File: config.mk
export PLATFORM = sky130hd
export DESIGN_NAME = sram_8kx32_arbiter
export DESIGN_NICKNAME = d
export VERILOG_FILES = /design/src/rtl/sram_8kx32_arbiter.sv
export SDC_FILE = /design/constraint.sdc
export NUM_CORES = 1
export LEC_CHECK = 0
export ABC_AREA = 1
export CAP_MARGIN = 25
export CORE_AREA = 2 2 97 99
export CTS_BUF_LIST = sky130_fd_sc_hd__clkbuf_8
export CTS_CLUSTER_SIZE = 25
export DETAILED_ROUTE_END_ITERATION = 8
export DIE_AREA = 0 0 99 101
export MAX_ROUTING_LAYER = met4
export PLACE_DENSITY = 0.69
export SKIP_LAST_GASP = 1
export SLEW_MARGIN = 30
export SYNTH_ARGS = -nofsm -noshare
export SYNTH_HDL_FRONTEND = slang
export SYNTH_SLANG_ARGS = --single-unit
File: constraint.sdc
create_clock -name CLK -period 1.82 [get_ports CLK]
set_input_delay 0.364 -clock CLK [delete_from_list [all_inputs] [get_ports CLK]]
set_output_delay 0.364 -clock CLK [all_outputs]
set_load 0.005 [all_outputs]
File: src/rtl/sram_8kx32_arbiter.sv
// ---------------------------------------------------------------------------
// sram_8kx32_arbiter
//
// Two-port arbiter in front of a single-ported 8K x 32 synchronous SRAM.
// Each requester presents req together with a command (byte write enables,
// word address, write data). The command is accepted on a cycle where
// req & gnt are both high. Grants are combinational from the arbitration
// state and the current requests, so the SRAM is driven in the same cycle.
//
// Arbitration: a port that owns the SRAM keeps it while it keeps requesting,
// until it has been granted BURST_MAX consecutive times while the other port
// is also waiting. From idle, a tie goes to the port that was not granted
// last. Reads return one cycle after acceptance on the accepting port's
// rvalid strobe.
//
// Ports
//   CLK                  rising-edge clock shared with the SRAM wrapper
//   reset                asynchronous, active-high reset
//   rX_req               port X request (held with its command until granted)
//   rX_we[3:0]           port X byte write enables, 0000 = read
//   rX_adr[12:0]         port X word address
//   rX_wdata[31:0]       port X write data
//   rX_gnt               port X grant (command accepted when req & gnt)
//   rX_rdata[31:0]       port X read data, valid while rX_rvalid is high
//   rX_rvalid            port X read-data strobe
//   mem_ME               SRAM memory enable
//   mem_WE[3:0]          SRAM byte write enables
//   mem_ADR[12:0]        SRAM word address
//   mem_D[31:0]          SRAM write data
//   mem_Q[31:0]          SRAM read data, valid the cycle after a read
// ---------------------------------------------------------------------------
module sram_8kx32_arbiter #(
    parameter int BURST_MAX = 4
) (
    input  logic        CLK,
    input  logic        reset,

    input  logic        r0_req,
    input  logic [3:0]  r0_we,
    input  logic [12:0] r0_adr,
    input  logic [31:0] r0_wdata,
    output logic        r0_gnt,
    output logic [31:0] r0_rdata,
    output logic        r0_rvalid,

    input  logic        r1_req,
    input  logic [3:0]  r1_we,
    input  logic [12:0] r1_adr,
    input  logic [31:0] r1_wdata,
    output logic        r1_gnt,
    output logic [31:0] r1_rdata,
    output logic        r1_rvalid,

    output logic        mem_ME,
    output logic [3:0]  mem_WE,
    output logic [12:0] mem_ADR,
    output logic [31:0] mem_D,
    input  logic [31:0] mem_Q
);

    localparam logic [3:0] BMAX = 4'(BURST_MAX);

    typedef enum logic [1:0] {
        IDLE = 2'd0,
        OWN0 = 2'd1,
        OWN1 = 2'd2
    } own_t;

    own_t       own_q, own_d;
    logic [3:0] cnt_q, cnt_d;
    logic       lp_q,  lp_d;
    logic       gnt0,  gnt1;

    // Read-return strobes, one per port, one cycle behind acceptance.
    logic [1:0] rd_vld_p1;

    // Burst counter saturates at the limit so a sole requester never wraps.
    function automatic logic [3:0] sat_inc(input logic [3:0] c);
        return (c >= BMAX) ? BMAX : c + 4'd1;
    endfunction

    // ---- stage 0: combinational arbitration and SRAM drive ----
    always_comb begin
        gnt0 = 1'b0;
        gnt1 = 1'b0;
        if (!reset) begin
            case (own_q)
                OWN0: begin
                    if (r0_req && ((cnt_q < BMAX) || !r1_req))
                        gnt0 = 1'b1;
                    else if (r1_req)
                        gnt1 = 1'b1;
                end
                OWN1: begin
                    if (r1_req && ((cnt_q < BMAX) || !r0_req))
                        gnt1 = 1'b1;
                    else if (r0_req)
                        gnt0 = 1'b1;
                end
                default: begin
                    // Tie from idle goes to the port not granted last.
                    if (r0_req && r1_req) begin
                        gnt0 = lp_q;
                        gnt1 = ~lp_q;
                    end else begin
                        gnt0 = r0_req;
                        gnt1 = r1_req;
                    end
                end
            endcase
        end
    end

    always_comb begin
        own_d = own_q;
        cnt_d = cnt_q;
        lp_d  = lp_q;
        if (gnt0) begin
            if (own_q == OWN0) begin
                cnt_d = sat_inc(cnt_q);
            end else begin
                own_d = OWN0;
                cnt_d = 4'd1;
                lp_d  = 1'b0;
            end
        end else if (gnt1) begin
            if (own_q == OWN1) begin
                cnt_d = sat_inc(cnt_q);
            end else begin
                own_d = OWN1;
                cnt_d = 4'd1;
                lp_d  = 1'b1;
            end
        end else begin
            own_d = IDLE;
            cnt_d = 4'd0;
        end
    end

    always_comb begin
        mem_WE  = 4'd0;
        mem_ADR = 13'd0;
        mem_D   = 32'd0;
        if (gnt0) begin
            mem_WE  = r0_we;
            mem_ADR = r0_adr;
            mem_D   = r0_wdata;
        end else if (gnt1) begin
            mem_WE  = r1_we;
            mem_ADR = r1_adr;
            mem_D   = r1_wdata;
        end
    end

    assign mem_ME = gnt0 | gnt1;
    assign r0_gnt = gnt0;
    assign r1_gnt = gnt1;

    always_ff @(posedge CLK or posedge reset) begin
        if (reset) begin
            own_q <= IDLE;
            cnt_q <= 4'd0;
            lp_q  <= 1'b1;
        end else begin
            own_q <= own_d;
            cnt_q <= cnt_d;
            lp_q  <= lp_d;
        end
    end

    // ---- stage 1: read return, SRAM output arrives one cycle after accept ----
    always_ff @(posedge CLK or posedge reset) begin
        if (reset) begin
            rd_vld_p1 <= 2'b00;
        end else begin
            rd_vld_p1[0] <= gnt0 && (r0_we == 4'd0);
            rd_vld_p1[1] <= gnt1 && (r1_we == 4'd0);
        end
    end

    assign r0_rvalid = rd_vld_p1[0];
    assign r1_rvalid = rd_vld_p1[1];
    assign r0_rdata  = mem_Q;
    assign r1_rdata  = mem_Q;

endmodule

==> results.yml <==
yosys:
  synth_nets: 433
  synthFlopType: "dfrtp_1"
  yosysTopAreaCell: "buf_4"
  yosysMostFrequentCell: "nand2_1"
  synthTopCellsByArea: "buf_4 32%, nand2_1 24%, nand3_1 15%"
  synth_top_area_share: 0.3199
  ys_top_cells_by_count: "113 x nand2_1, 74 x buf_4, 53 x nand3_1"
  avgSynthCellArea_um2: 5.867
  synth-seq-cells: 9
  synth_edf_count: 0
  synth-seq-area-share: 0.1304
  synth_cell_types: 21
  ys_async_sr_fraction: 1.000
  synth_area_um2: 1737
  synth_cells: 296
  yosysWarnings: 0
place:
  dp_cells: 501
  dp_hpwl_mm: 5.547
  placed_cell_area_um2: 3025
  port_buffers: 155
  gp_congestion: 0.7936
timing:
  finClkSkew_ns: 0.001390
  hold_viol: 0
  slew_violations: 0
  fmax_mhz: 430.4
  grt_setup_unrepaired: "true"
  period_share: 1.276
  period_needed_ns: 2.323
  setup_viol_count_final: 58
  fin_ws_ns: -0.5032
critical_path:
  cp_max_fo: 8
  cpPeakStageDelay_ns: 0.41
  critPathRequiredTime_ns: 1.46
  startpoint_type: "flop"
  slowest_stage: "dfrtp_1"
  cp_cell_sequence: "buf_6 -> ha_4 -> a21oi_4 -> nand2_8 -> buf_6 -> buf_12 -> buf_6 -> nand3_2 -> nand2_1 -> buf_2"
  crit_arrival_ns: 1.96
  criticalPathCategory: "reg2out"
  worst_setup_path_end_kind: "primary output"
  rrSetupSlack_ns: -0.22
  cpMostUsedCell: "buf_6"
die:
  ios: 252
  die_y_um: 101
  die_w_um: 99
  row_count: 35
  start_util: 0.1934
  core_area_um2: 8977
  die_area_um2: 9999
layout:
  antenna_cells: 0
  final_cells: 541
  drive_gt1_frac: 0.4558
  final_area_um2: 3908
  area_growth_pct: 125.0
  layout.nets: 568
clocking:
  cts_hold_buf: 0
  cts_tree: "yes"
  clockBufferDepth: 2
  h-tree-depth: 1
  cts.sink_count: 9
  cts_made_buffers: 3
  clk_pin_slew_ns: 0.05
  clk_latency_ns: 0.23
  cts_root_buf: "clkbuf_8"
power_and_ir_drop:
  powerDensity_nw_per_um2: 1148
  total_power_mw: 4.488
  peakVddDrop_v: 0.0004857
  power.leakage_nw: 1.889
grt:
  antenna_found_initial: 0
  grt_pass1_wl_mm: 12.88
  grt_pass1_vias: 2443
  globalRoute.totalOverflow: 0
  gr-usage-all-layers: 0.1726
  grt_max_degree: 16
detailed_routing:
  wl_per_cell_um: 17.29
  via_count: 2403
  ant_nets: 0
  drc: 0
  wirelength_mm: 9.353
  firstDrtPassIters: 4
  drt_iter0_drc: 47
  viasPerCell: 4.442
job:
  drv_cap: 0
run_status:
  failed_checks: "negative setup slack"
  status: "finished, violations left"
worst_hold_path:
  hold_class: "in2async"
[cells by family after synthesis]
group           count (synthesis)  synth area share
simple gates                  182            0.4525
other cells                     1          0.002159
fa+ha+maj                       3           0.02162
compound gates                  5           0.01873
buf+inv                        96            0.3746
flops                           9            0.1304
[path summary, 6_finish.rpt]
| check | start | to | depth (start not counted) |
|---|---|---|---|
| setup reg to reg | own_q[1] | cnt_q[2] | 11 |
| setup / recovery | own_q[1] | mem_D[6] | 10 |
| max in group asynchronous | reset | lp_q | 3 |
| hold / removal | reset | cnt_q[0] | 3 |
| min in group CLK | cnt_q[2] | cnt_q[1] | 3 |
| hold reg to reg | cnt_q[2] | cnt_q[1] | 3 |
[what timing repair did]
| action | CTS | global route |
|---|---|---|
| setup endpoints to repair | 52 | 58 |
| buffers inserted | 22 | 8 |
| pin swaps | 24 | 24 |
| cloned | 11 | 1 |
| resized for setup | 300 | 53 |
[sequential cells by signal, indices dropped and copies added, names as in the netlist]
name	flops
rd_vld_p1	2
lp_q	1
cnt_q	4
own_q	2
[through the flow]
step	setup slack, ns	utilization	hold WS, ns	TNS [ns]
2_1_floorplan	0.08027	-	0.1994	0
3_3_place_gp	-0.9132	0.3370	0.5321	-39.94
3_5_place_dp	-0.9778	0.3370	0.5198	-43.66
4_1_cts	-0.5503	0.4237	0.5168	-24.67
5_1_grt	-0.5729	0.4353	0.5640	-28.60
6_report	-0.5032	0.4353	0.5436	-24.19
[worst max-delay path, delay by kind of cell (launching register included)]
family	cells	cell delay [ns]
adder cells (fa/ha/maj)	1	0.24
AND/OR/NAND/NOR	3	0.19
flip-flops	1	0.41
buffers and inverters	5	0.64
AO/OA/AOI/OAI	1	0.22
[layer usage]
| metal | track usage | routed length (um) | up-vias |
|---|---|---|---|
| li1 | - | - | 1136 |
| met1 | 0.1707 | 3221 | 1087 |
| met2 | 0.3300 | 5030 | 165 |
| met3 | 0.04369 | 850 | 15 |
| met4 | 0.05374 | 250 | 0 |
| met5 | - | 0 | - |
[where the power goes]
group | total (mW) | internal, mW | switching (mW)
registers | 0.281 | 0.253 | 0.0277
clock network | 0.233 | 0.147 | 0.0852
logic | 3.97 | 2.13 | 1.84
total | 4.49 | 2.53 | 1.95
[placed cells by master, fill, tap and decap left out, types with 2 or more instances in the layout]
cell | Yosys | layout
clkdlybuf4s50_1 | 0 | 101
nand2_1 | 113 | 90
buf_2 | 4 | 39
nand3_2 | 2 | 36
nand2_2 | 5 | 20
buf_6 | 1 | 20
buf_4 | 74 | 14
inv_1 | 15 | 12
nand3_1 | 53 | 11
buf_12 | 0 | 11
nand3_4 | 0 | 8
buf_16 | 0 | 8
dfrtp_1 | 8 | 8
clkbuf_2 | 0 | 8
nand2_4 | 0 | 7
buf_8 | 0 | 5
nor2_1 | 3 | 3
inv_2 | 2 | 3
clkbuf_8 | 0 | 3
nor3_2 | 0 | 2
o21ai_2 | 2 | 2
dlygate4sd2_1 | 0 | 2
[cell type report]
type                       count  area, um2
sequential                     9      226.5
inverter                      17      86.33
clock buffer                   3      41.29
tap                          111      138.9
clock inverter                 1      3.754
multi-input combinational    191       1276
timing repair buffer         209       2135
fill                         852       5070
(Power assumes the default switching activity.)
